**src/rtl/taillight_sequencer_pkg.sv**
```systemverilog
// Shared tail-light types: mode encodings, lamp phase patterns and request decode.
// Pure declarations, no timing; backpressure: none.
package taillight_sequencer_pkg;

  typedef enum logic [1:0] {
    MODE_IDLE   = 2'd0,
    MODE_LEFT   = 2'd1,
    MODE_RIGHT  = 2'd2,
    MODE_HAZARD = 2'd3
  } mode_t;

  typedef logic [1:0] phase_t;

  localparam logic [2:0] PAT_P0    = 3'b000;
  localparam logic [2:0] PAT_P1    = 3'b001;
  localparam logic [2:0] PAT_P2    = 3'b011;
  localparam logic [2:0] PAT_P3    = 3'b111;
  localparam logic [2:0] LAMPS_ON  = 3'b111;
  localparam logic [2:0] LAMPS_OFF = 3'b000;

  function automatic logic [2:0] phase_pattern(input phase_t ph);
    logic [2:0] pat;
    pat = PAT_P0;
    case (ph)
      2'd0:    pat = PAT_P0;
      2'd1:    pat = PAT_P1;
      2'd2:    pat = PAT_P2;
      default: pat = PAT_P3;
    endcase
    return pat;
  endfunction

  // Hazard dominates; conflicting left+right falls back to idle.
  function automatic mode_t requested_mode(input logic left, input logic right,
                                           input logic hazard);
    mode_t m;
    m = MODE_IDLE;
    if (hazard)              m = MODE_HAZARD;
    else if (left && !right) m = MODE_LEFT;
    else if (right && !left) m = MODE_RIGHT;
    return m;
  endfunction

endpackage

```
**src/rtl/step_timer.sv**
```systemverilog
// Counts tick pulses and flags a step on the STEP_TICKS-th tick (combinational step).
// Latency: step asserted in the same cycle as the qualifying tick; backpressure: none.
module step_timer #(
  parameter int unsigned STEP_TICKS = 4
) (
  input  logic clock,
  input  logic reset,
  input  logic tick,
  output logic step
);

  localparam logic [7:0] LAST_COUNT = 8'(STEP_TICKS - 1);

  logic [7:0] tick_cnt;

  assign step = tick && (tick_cnt == LAST_COUNT);

  always_ff @(posedge clock) begin
    if (reset) begin
      tick_cnt <= 8'd0;
    end else if (tick) begin
      tick_cnt <= step ? 8'd0 : tick_cnt + 8'd1;
    end
  end

endmodule

```
**src/rtl/taillight_sequencer.sv**
```systemverilog
// Turn/hazard/brake tail-light sequencer; mode and phase change only on step events.
// Latency: leds follow mode/phase/brake registers by 1 cycle; backpressure: none.
module taillight_sequencer
  import taillight_sequencer_pkg::*;
#(
  parameter int unsigned STEP_TICKS = 4
) (
  input  logic       clock,
  input  logic       reset,
  input  logic       tick,
  input  logic       req_left,
  input  logic       req_right,
  input  logic       req_hazard,
  input  logic       req_brake,
  output logic [2:0] left_leds,
  output logic [2:0] right_leds,
  output logic [1:0] mode,
  output logic       step_done
);

  logic       step;
  mode_t      mode_q, mode_d, req_mode;
  phase_t     phase_q, phase_d;
  logic       brake_q;
  logic [2:0] pat;
  logic [2:0] bank_fill;
  logic [2:0] left_d, right_d;

  step_timer #(
    .STEP_TICKS(STEP_TICKS)
  ) u_step_timer (
    .clock(clock),
    .reset(reset),
    .tick (tick),
    .step (step)
  );

  always_ff @(posedge clock) begin
    if (reset) begin
      mode_q     <= MODE_IDLE;
      phase_q    <= 2'd0;
      brake_q    <= 1'b0;
      left_leds  <= LAMPS_OFF;
      right_leds <= LAMPS_OFF;
      step_done  <= 1'b0;
    end else begin
      mode_q     <= mode_d;
      phase_q    <= phase_d;
      brake_q    <= req_brake;
      left_leds  <= left_d;
      right_leds <= right_d;
      step_done  <= step;
    end
  end

  // A mode change restarts the sweep at P0; idle never leaves P0.
  always_comb begin
    mode_d   = mode_q;
    phase_d  = phase_q;
    req_mode = requested_mode(req_left, req_right, req_hazard);
    if (step) begin
      if (req_mode != mode_q) begin
        mode_d  = req_mode;
        phase_d = 2'd0;
      end else if (mode_q == MODE_IDLE) begin
        phase_d = 2'd0;
      end else begin
        phase_d = phase_q + 2'd1;
      end
    end
  end

  // Non-blinking banks act as brake lamps; hazard with brake lights everything.
  always_comb begin
    pat       = phase_pattern(phase_q);
    bank_fill = brake_q ? LAMPS_ON : LAMPS_OFF;
    left_d    = bank_fill;
    right_d   = bank_fill;
    case (mode_q)
      MODE_LEFT:   left_d  = pat;
      MODE_RIGHT:  right_d = pat;
      MODE_HAZARD: begin
        if (!brake_q) begin
          left_d  = pat;
          right_d = pat;
        end
      end
      default: ;
    endcase
  end

  assign mode = mode_q;

endmodule

```
**config.mk**
```make
export PLATFORM = sky130hd
export DESIGN_NAME = taillight_sequencer
export DESIGN_NICKNAME = d
export VERILOG_FILES = /design/src/rtl/taillight_sequencer_pkg.sv /design/src/rtl/step_timer.sv /design/src/rtl/taillight_sequencer.sv
export SDC_FILE = /design/constraint.sdc
export NUM_CORES = 1
export LEC_CHECK = 0
export CAP_MARGIN = 20
export CORE_ASPECT_RATIO = 0.9
export CORE_MARGIN = 8
export CORE_UTILIZATION = 49
export DETAILED_ROUTE_END_ITERATION = 8
export MAX_ROUTING_LAYER = met4
export PLACE_DENSITY = 0.75
export SYNTH_ARGS = -nofsm -noshare
export SYNTH_HDL_FRONTEND = slang
export SYNTH_SLANG_ARGS = --single-unit
```
**constraint.sdc**
```tcl
create_clock -name clock -period 1.9 [get_ports clock]
set_input_delay 0.19 -clock clock [delete_from_list [all_inputs] [get_ports clock]]
set_output_delay 0.19 -clock clock [all_outputs]
set_load 0.005 [all_outputs]
```
Word-level counts from Yosys, hierarchy flattened
Index checks and enable logic that the tools add are counted.
{"block": "classes", "mux": 11, "n_reduce_logical": 8, "n_eq_ne": 7, "addsub": 2}
{"operator": "3-bit one-hot mux with 2 select lines", "n": 2}
{"operator": "2-bit 2-to-1 mux", "n": 5}
{"operator": "3-bit one-hot mux with 3 select lines", "n": 1}
{"operator": "8-bit by 1-bit adder with 8-bit output (second input constant)", "n": 1}
{"operator": "8-bit by 2-bit == test with 1-bit output (second input constant)", "n": 1}
{"operator": "8-bit 2-to-1 mux", "n": 1}
{"operator": "2-bit == test (second input constant)", "n": 3}
{"operator": "3-bit 2-to-1 mux", "n": 2}
{"operator": "2-bit by 1-bit == test with 1-bit output (second input constant)", "n": 2}
{"operator": "2-bit zero test", "n": 2}
{"operator": "1-bit logical AND", "n": 3}
{"operator": "2-bit by 1-bit adder with 2-bit output (second input constant)", "n": 1}
{"operator": "1-bit zero test", "n": 2}
{"operator": "2-bit != test", "n": 1}
{"operator": "2-bit AND reduction", "n": 1}
{"block": "word_totals", "input_bits": 7, "out_inout_bits": 9, "wordCells": 35, "reg_bits": 20}

Logic depth before layout (Yosys ltp)
Gate-level depths: netlist (run 1).
{"block": "logic_depth", "word_depth": 7, "mapped_depth": 5, "ltp_nobuf": 5}

By module
Synthesis (run 1) repeated with hierarchy kept, for this count alone.
{"block": "unflattened", "hier_cells": 100, "area_unflattened_um2": 935.9}
{"module": "taillight_sequencer", "area_each_um2": 548.0, "cells_per_inst": 58, "instances": 1}
{"module": "step_timer", "area_each_um2": 387.9, "cells_per_inst": 42, "instances": 1}

Worst setup path after synthesis (run 1)
OpenSTA, ideal clock, no wires.
{"block": "synth_timing", "path_type": "register to register", "start": "register u_step_timer.tick_cnt[3]", "end": "register mode_q[0] (netlist: mode[0])", "setup_slack_ps": 325, "path_buffers": 1, "setup_time_ps": 134, "arrival_time_ps": 1441, "t_required_ps": 1766, "stages_incl_launch_ff": 5, "path_cell_list": "dfxtp_1 > or4_4 > nor4_4 > buf_6 > a211oi_2"}
{"block": "synth_via", "elab_chain_len": 3}
{"item": "from (decl)", "line_no": "step_timer.sv:14", "text": "logic [7:0] tick_cnt;"}
{"item": "from (signal assigned)", "line_no": "step_timer.sv:22", "text": "tick_cnt <= step ? 8'd0 : tick_cnt + 8'd1;"}
{"item": "8-bit by 2-bit == test with 1-bit output", "line_no": "step_timer.sv:16", "text": "assign step = tick && (tick_cnt == LAST_COUNT);"}
{"item": "1-bit logical AND", "line_no": "step_timer.sv:16"}
{"item": "2-bit AND reduction (no source line)"}
{"item": "to (signal assigned)", "line_no": "taillight_sequencer.sv:47", "text": "mode_q <= mode_d;"}
{"item": "to (decl)", "line_no": "taillight_sequencer.sv:22", "text": "mode_t mode_q, mode_d, req_mode;"}
No other way between the ends.
A chain may end at the register's enable or synchronous reset.

Worst setup path in the final report (run 1)
Same ends and word-level chain as after synthesis.

==> impl_metrics.toml, run 1 <==
[detailed_routing]
detail-route-antenna-nets = 0
via_per_inst = 5.029
detail_route.first_pass.iterations = 4
drc = 0
drt-total-wl_um = 1626
wire_per_inst_um = 11.78
vias = 694
drtIter0Drc = 16

[worst_setup_path]
crit_type = "flip-flop to flip-flop"
r2r_start = "u_step_timer.tick_cnt[3]"
cp-startpoint = "u_step_timer.tick_cnt[3]"
cp_slowest_cell = "or4_4"
rr_worst_depth = 5
cp-endpoint = "mode[0]"
slowest_delay_ns = 0.55
critPathMaxFanout = 12
r2r-end = "mode[0]"
start_kind = "flip-flop"
reg2reg_slack_ns = 0.22
crit_chain = "or4_4 -> nor4_4 -> buf_4 -> nor2_1 -> a211oi_2"
cp.arrival_ns = 1.91
worst_ep_required_time_ns = 2.12
cp-end-kind = "flip-flop"

[grt]
grt-ovfl-total = 0
antenna_found_initial = 0
grt_first_pass_wirelength_um = 2780
grt_pass1_vias = 641
gr-usage-all-layers_pct = 11.00
grt_max_degree = 15

[sta]
post-route-period-util_pct = 88.65
relSlewSlack_pct = 69.08
min_period_ns = 1.684
clock_skew_ns = 0.004765
rsz0062_at_grt = "no"
worst_slew_pin_slew_ns = 0.4624
maxSlewViolCount = 0
hold_viol = 0
totalNegativeSetupSlack_ns = 0
whs_ns = 0.4489
setup_viol = 0
max_freq_mhz = 593.7

[final_layout]
fin_nets = 126
ff_latch_area_um2 = 400.4
multi_input_area_um2 = 440.4
layout_commonest_cell = "dfxtp_1"
area_growth_pct = 27.78
stdcell_area_um2 = 1122
stdcell_count = 138
diodes = 0
mostFrequentLayoutCells = "20 x dfxtp_1, 15 x clkdlybuf4s50_1, 10 x a21oi_1"
layout-drive-gt1-share_pct = 11.40
fillers = 150

[clock_tree]
hold_buffers = 0
clock_sinks = 20
cts_setup_buffers = 0
post_cts_resized = 0
clock_path_buffers = 2
cts-root-buf = "clkbuf_4"
cts_tree = "yes"
h-tree-depth = 1
worstSkewPairLatency_ns = 0.29
numCtsBuffers = 3
cts.clk_slew.worst_paths_ns = 0.11

[job]
maxCapViolations = 0

[min_path]
hold_path.class = "input pin to flip-flop"

[floorplanning]
rows = 14
initial_core_util_pct = 52.23
die_h_um = 56.17
core_area_um2 = 1682
dieArea_um2 = 3405
die_x_um = 60.63
ios = 16

[placed_design]
io_buffers = 15
postPlaceCellArea_um2 = 1070
place_congestion = 0.8745
dp_cells = 134
place_hpwl_um = 1249

[yosys]
synth.avg_cell_area_um2 = 9.344
ys_seq_area_share_pct = 45.58
syn_inst = 94
synth_seq_cells = 20
ys_warn_count = 0
synth.distinct_cells = 29
synth.net_count = 105
syn_area_um2 = 878.3

[status]
status = "completed"

[power_and_ir_drop]
vdd_drop_max_v = 0.0005359
powerDensity_nw_per_um2 = 747.0
p_leak_nw = 0.4081
==> where the power goes <==
part	internal, mW	switching [mW]	total [mW]
Sequential	0.430	0.00706	0.437
Clock	0.213	0.126	0.339
Combinational	0.0359	0.0267	0.0626
Total	0.679	0.160	0.838
==> synthesized netlist by cell type <==
library cell,count,area share (%)
a211oi_2,2,2.8
a21o_1,1,0.86
a21oi_1,10,5.7
and2b_1,1,0.86
buf_1,1,0.43
buf_6,1,1.3
clkbuf_1,1,0.43
dfxtp_1,20,46
ha_1,4,5.7
inv_1,5,2.1
mux2i_1,1,1.1
nand2_1,7,3.0
nand2b_1,5,3.6
nand3_1,2,1.1
nand3b_1,1,0.86
nand4_1,2,1.4
nor2_1,6,2.6
nor2b_1,1,0.71
nor3_1,7,4.0
nor4_1,1,0.71
nor4_4,1,2.4
nor4b_1,1,1.0
o21ai_0,3,1.7
o22ai_1,1,0.71
o32ai_1,1,1.0
or3b_2,1,1.0
or4_4,1,1.3
xnor2_1,3,3.0
xor2_1,3,3.0
==> registers in the layout, indices dropped and copies added, names as in the netlist <==
register and cells:
phase_q 2, brake_q 1, right_leds 3, mode 2, step_done 1, left_leds 3, u_step_timer.tick_cnt 8
==> logic make-up after synthesis <==
family	count (synthesis)	share of synthesized area, %
AO/OA/AOI/OAI	18	12.82
XOR/XNOR	6	5.984
adder cells (fa/ha/maj)	4	5.698
buffers and inverters	8	4.273
flip-flops	20	45.58
multiplexers	1	1.140
AND/OR/NAND/NOR	37	24.50
==> critical path, delay by kind of cell, from the launching register on <==
family	cells	cell delay, ns
and+or+nand+nor	3	0.84
AOI/OAI and AO/OA	1	0.19
buffers and inverters	1	0.23
DFF	1	0.35
==> through the flow <==
step | setup WS, ns | utilization, % | power, mW
2_1_floorplan | 0.3252 | - | 0.4728
3_3_place_gp | 0.2629 | 63.62 | 0.5081
3_5_place_dp | 0.2324 | 63.62 | 0.5097
4_1_cts | 0.2041 | 66.74 | 0.8512
5_1_grt | 0.1163 | 66.74 | 0.8797
6_report | 0.2157 | 66.74 | 0.8384
==> metal layers <==
metal	part of all wire [%]	vias up	GRT usage [%]
met2	44	14	14.93
met3	5.6	2	3.926
met5	0	-	-
li1	-	364	-
met4	1.0	0	6.977
met1	49	314	13.17
==> how the worst min path moves through the flow <==
stage                     slack [ns]  depth (start not counted)      start            to
after floorplan                 0.32                          1  req_brake       brake_q
after global placement          0.50                          2    brake_q  left_leds[0]
after detailed placement        0.50                          2    brake_q  left_leds[2]
after CTS                       0.44                          2  req_brake       brake_q
after global routing            0.43                          2  req_brake       brake_q
final                           0.45                          2  req_brake       brake_q
==> layout make-up <==
cell class | count | share of cell area, %
clock buffer | 3 | 2.007
sequential | 20 | 35.67
timing repair buffer | 19 | 16.05
clock inverter | 1 | 2.676
multi-input combinational | 66 | 39.24
tap | 24 | 2.676
inverter | 5 | 1.672
No activity file was read; power rests on OpenSTA's default activity.
==> run 2: changes to the inputs <==
--- a/config.mk
+++ b/config.mk
@@ -11,7 +11,8 @@
 export CORE_UTILIZATION = 49
 export DETAILED_ROUTE_END_ITERATION = 8
 export MAX_ROUTING_LAYER = met4
-export PLACE_DENSITY = 0.75
+export PLACE_DENSITY_LB_ADDON = 0.08
+export SLEW_MARGIN = 10
 export SYNTH_ARGS = -nofsm -noshare
 export SYNTH_HDL_FRONTEND = slang
 export SYNTH_SLANG_ARGS = --single-unit
==> impl_metrics.toml, run 2 (synthesized netlist as in run 1, its figures left out) <==
[grt]
grt_pass1_vias = 620
grt_first_pass_wirelength_um = 2815
antenna_found_initial = 0
grt_max_degree = 17
grt-ovfl-total = 0
gr-usage-all-layers_pct = 10.84

[detailed_routing]
drt-total-wl_um = 1703
detail_route.first_pass.iterations = 4
drc = 0
drtIter0Drc = 17
wire_per_inst_um = 12.43
vias = 693
via_per_inst = 5.058
detail-route-antenna-nets = 0

[power_and_ir_drop]
p_leak_nw = 0.3933
powerDensity_nw_per_um2 = 633.6
total_power_mw = 0.6920
vdd_drop_max_v = 0.0005749

[sta]
max_freq_mhz = 589.1
post-route-period-util_pct = 89.34
rsz0062_at_grt = "no"
worst_slew_pin_slew_ns = 0.3591
worst_slack_ns = 0.2025
setup_viol = 0
totalNegativeSetupSlack_ns = 0
clock_skew_ns = 0.003871
hold_viol = 0
maxSlewViolCount = 0
relSlewSlack_pct = 75.81
min_period_ns = 1.698

[worst_setup_path]
crit_chain = "or4_4 -> nor4_4 -> buf_4 -> nor2_1 -> a211oi_2"
crit_type = "flip-flop to flip-flop"
critPathMaxFanout = 16
cp_slowest_cell = "or4_4"
slowest_delay_ns = 0.56
cp.arrival_ns = 1.92
worst_ep_required_time_ns = 2.12
cp-end-kind = "flip-flop"
start_kind = "flip-flop"

[status]
status = "completed"

[clock_tree]
cts-root-buf = "clkbuf_4"
cts_tree = "yes"
worstSkewPairLatency_ns = 0.29
clock_path_buffers = 2
h-tree-depth = 1
cts_setup_buffers = 0
clock_sinks = 20
cts.clk_slew.worst_paths_ns = 0.10
hold_buffers = 0
post_cts_resized = 0
numCtsBuffers = 3

[floorplanning]
core_area_um2 = 1682
rows = 14
initial_core_util_pct = 52.23
ios = 16
die_h_um = 56.17
die_x_um = 60.63
dieArea_um2 = 3405

[final_layout]
largest_reg_flops = 8
regMostFlops = "u_step_timer.tick_cnt"
fin_nets = 126
layout-drive-gt1-share_pct = 10.62
reg_top3 = "u_step_timer.tick_cnt: 8 flops, left_leds: 3 flops, right_leds: 3 flops"
final_util_pct = 64.96
diodes = 0
mostFrequentLayoutCells = "20 x dfxtp_1, 15 x clkdlybuf4s50_1, 10 x a21oi_1"
layout_commonest_cell = "dfxtp_1"
fillers = 156
area_growth_pct = 24.36

[job]
maxCapViolations = 0

[placed_design]
place_congestion = 0.8158
place_hpwl_um = 1304
io_buffers = 15
place_ws_ns = 0.2390

[min_path]
hold_path.class = "input pin to flip-flop"
[run 2: cell count changes in the layout (fill, tap and decap cells not counted), sizes merged]
cell    previous run  this run
bufinv             1         0
[run 2: metal layers]
metal	track usage (%)	routed length, um	up-vias
met4	2.990	13	0
met1	13.78	870	306
met5	-	0	-
met2	15.23	687	20
li1	-	-	365
met3	4.388	132	2
[run 2: final timing paths]
check / from / to / slack [ns] / cells after the start
worst max-delay path: u_step_timer.tick_cnt[3] / mode[0] / 0.20 / 5
worst max register to register: u_step_timer.tick_cnt[3] / mode[0] / 0.20 / 5
worst min register to register: brake_q / left_leds[1] / 0.53 / 2
worst min-delay path: req_brake / brake_q / 0.44 / 2
[run 2: critical path: cells and delay by family (launching register included)]
kind | cells | cell delay, ns
and+or+nand+nor | 3 | 0.84
DFF | 1 | 0.36
buffers and inverters | 1 | 0.25
AOI/OAI and AO/OA | 1 | 0.19
[run 2: power breakdown]
group	internal, mW	leakage [nW]	switching (mW)
Clock	0.0737	0.0138	0.117
Combinational	0.0369	0.217	0.0274
Sequential	0.430	0.163	0.00725
[run 2: layout make-up]
class                           instances  area, um^2  share of cell area (%)
Inverter                                5       18.77                   1.718
Timing Repair Buffer                   19       180.2                   16.49
Multi-Input combinational cell         66       440.4                   40.32
Sequential cell                        20       400.4                   36.66
Clock buffer                            3       22.52                   2.062
Tap cell                               24       30.03                   2.749
[run 2: stage by stage]
stage / instances / hold WS, ns / instance area [um^2]
2_1_floorplan: 94 / 0.3182 / 878.3
3_3_place_gp: 134 / 0.4996 / 1070
3_5_place_dp: 134 / 0.5060 / 1070
4_1_cts: 137 / 0.4283 / 1092
5_1_grt: 137 / 0.4585 / 1092
6_report: 137 / 0.4387 / 1092
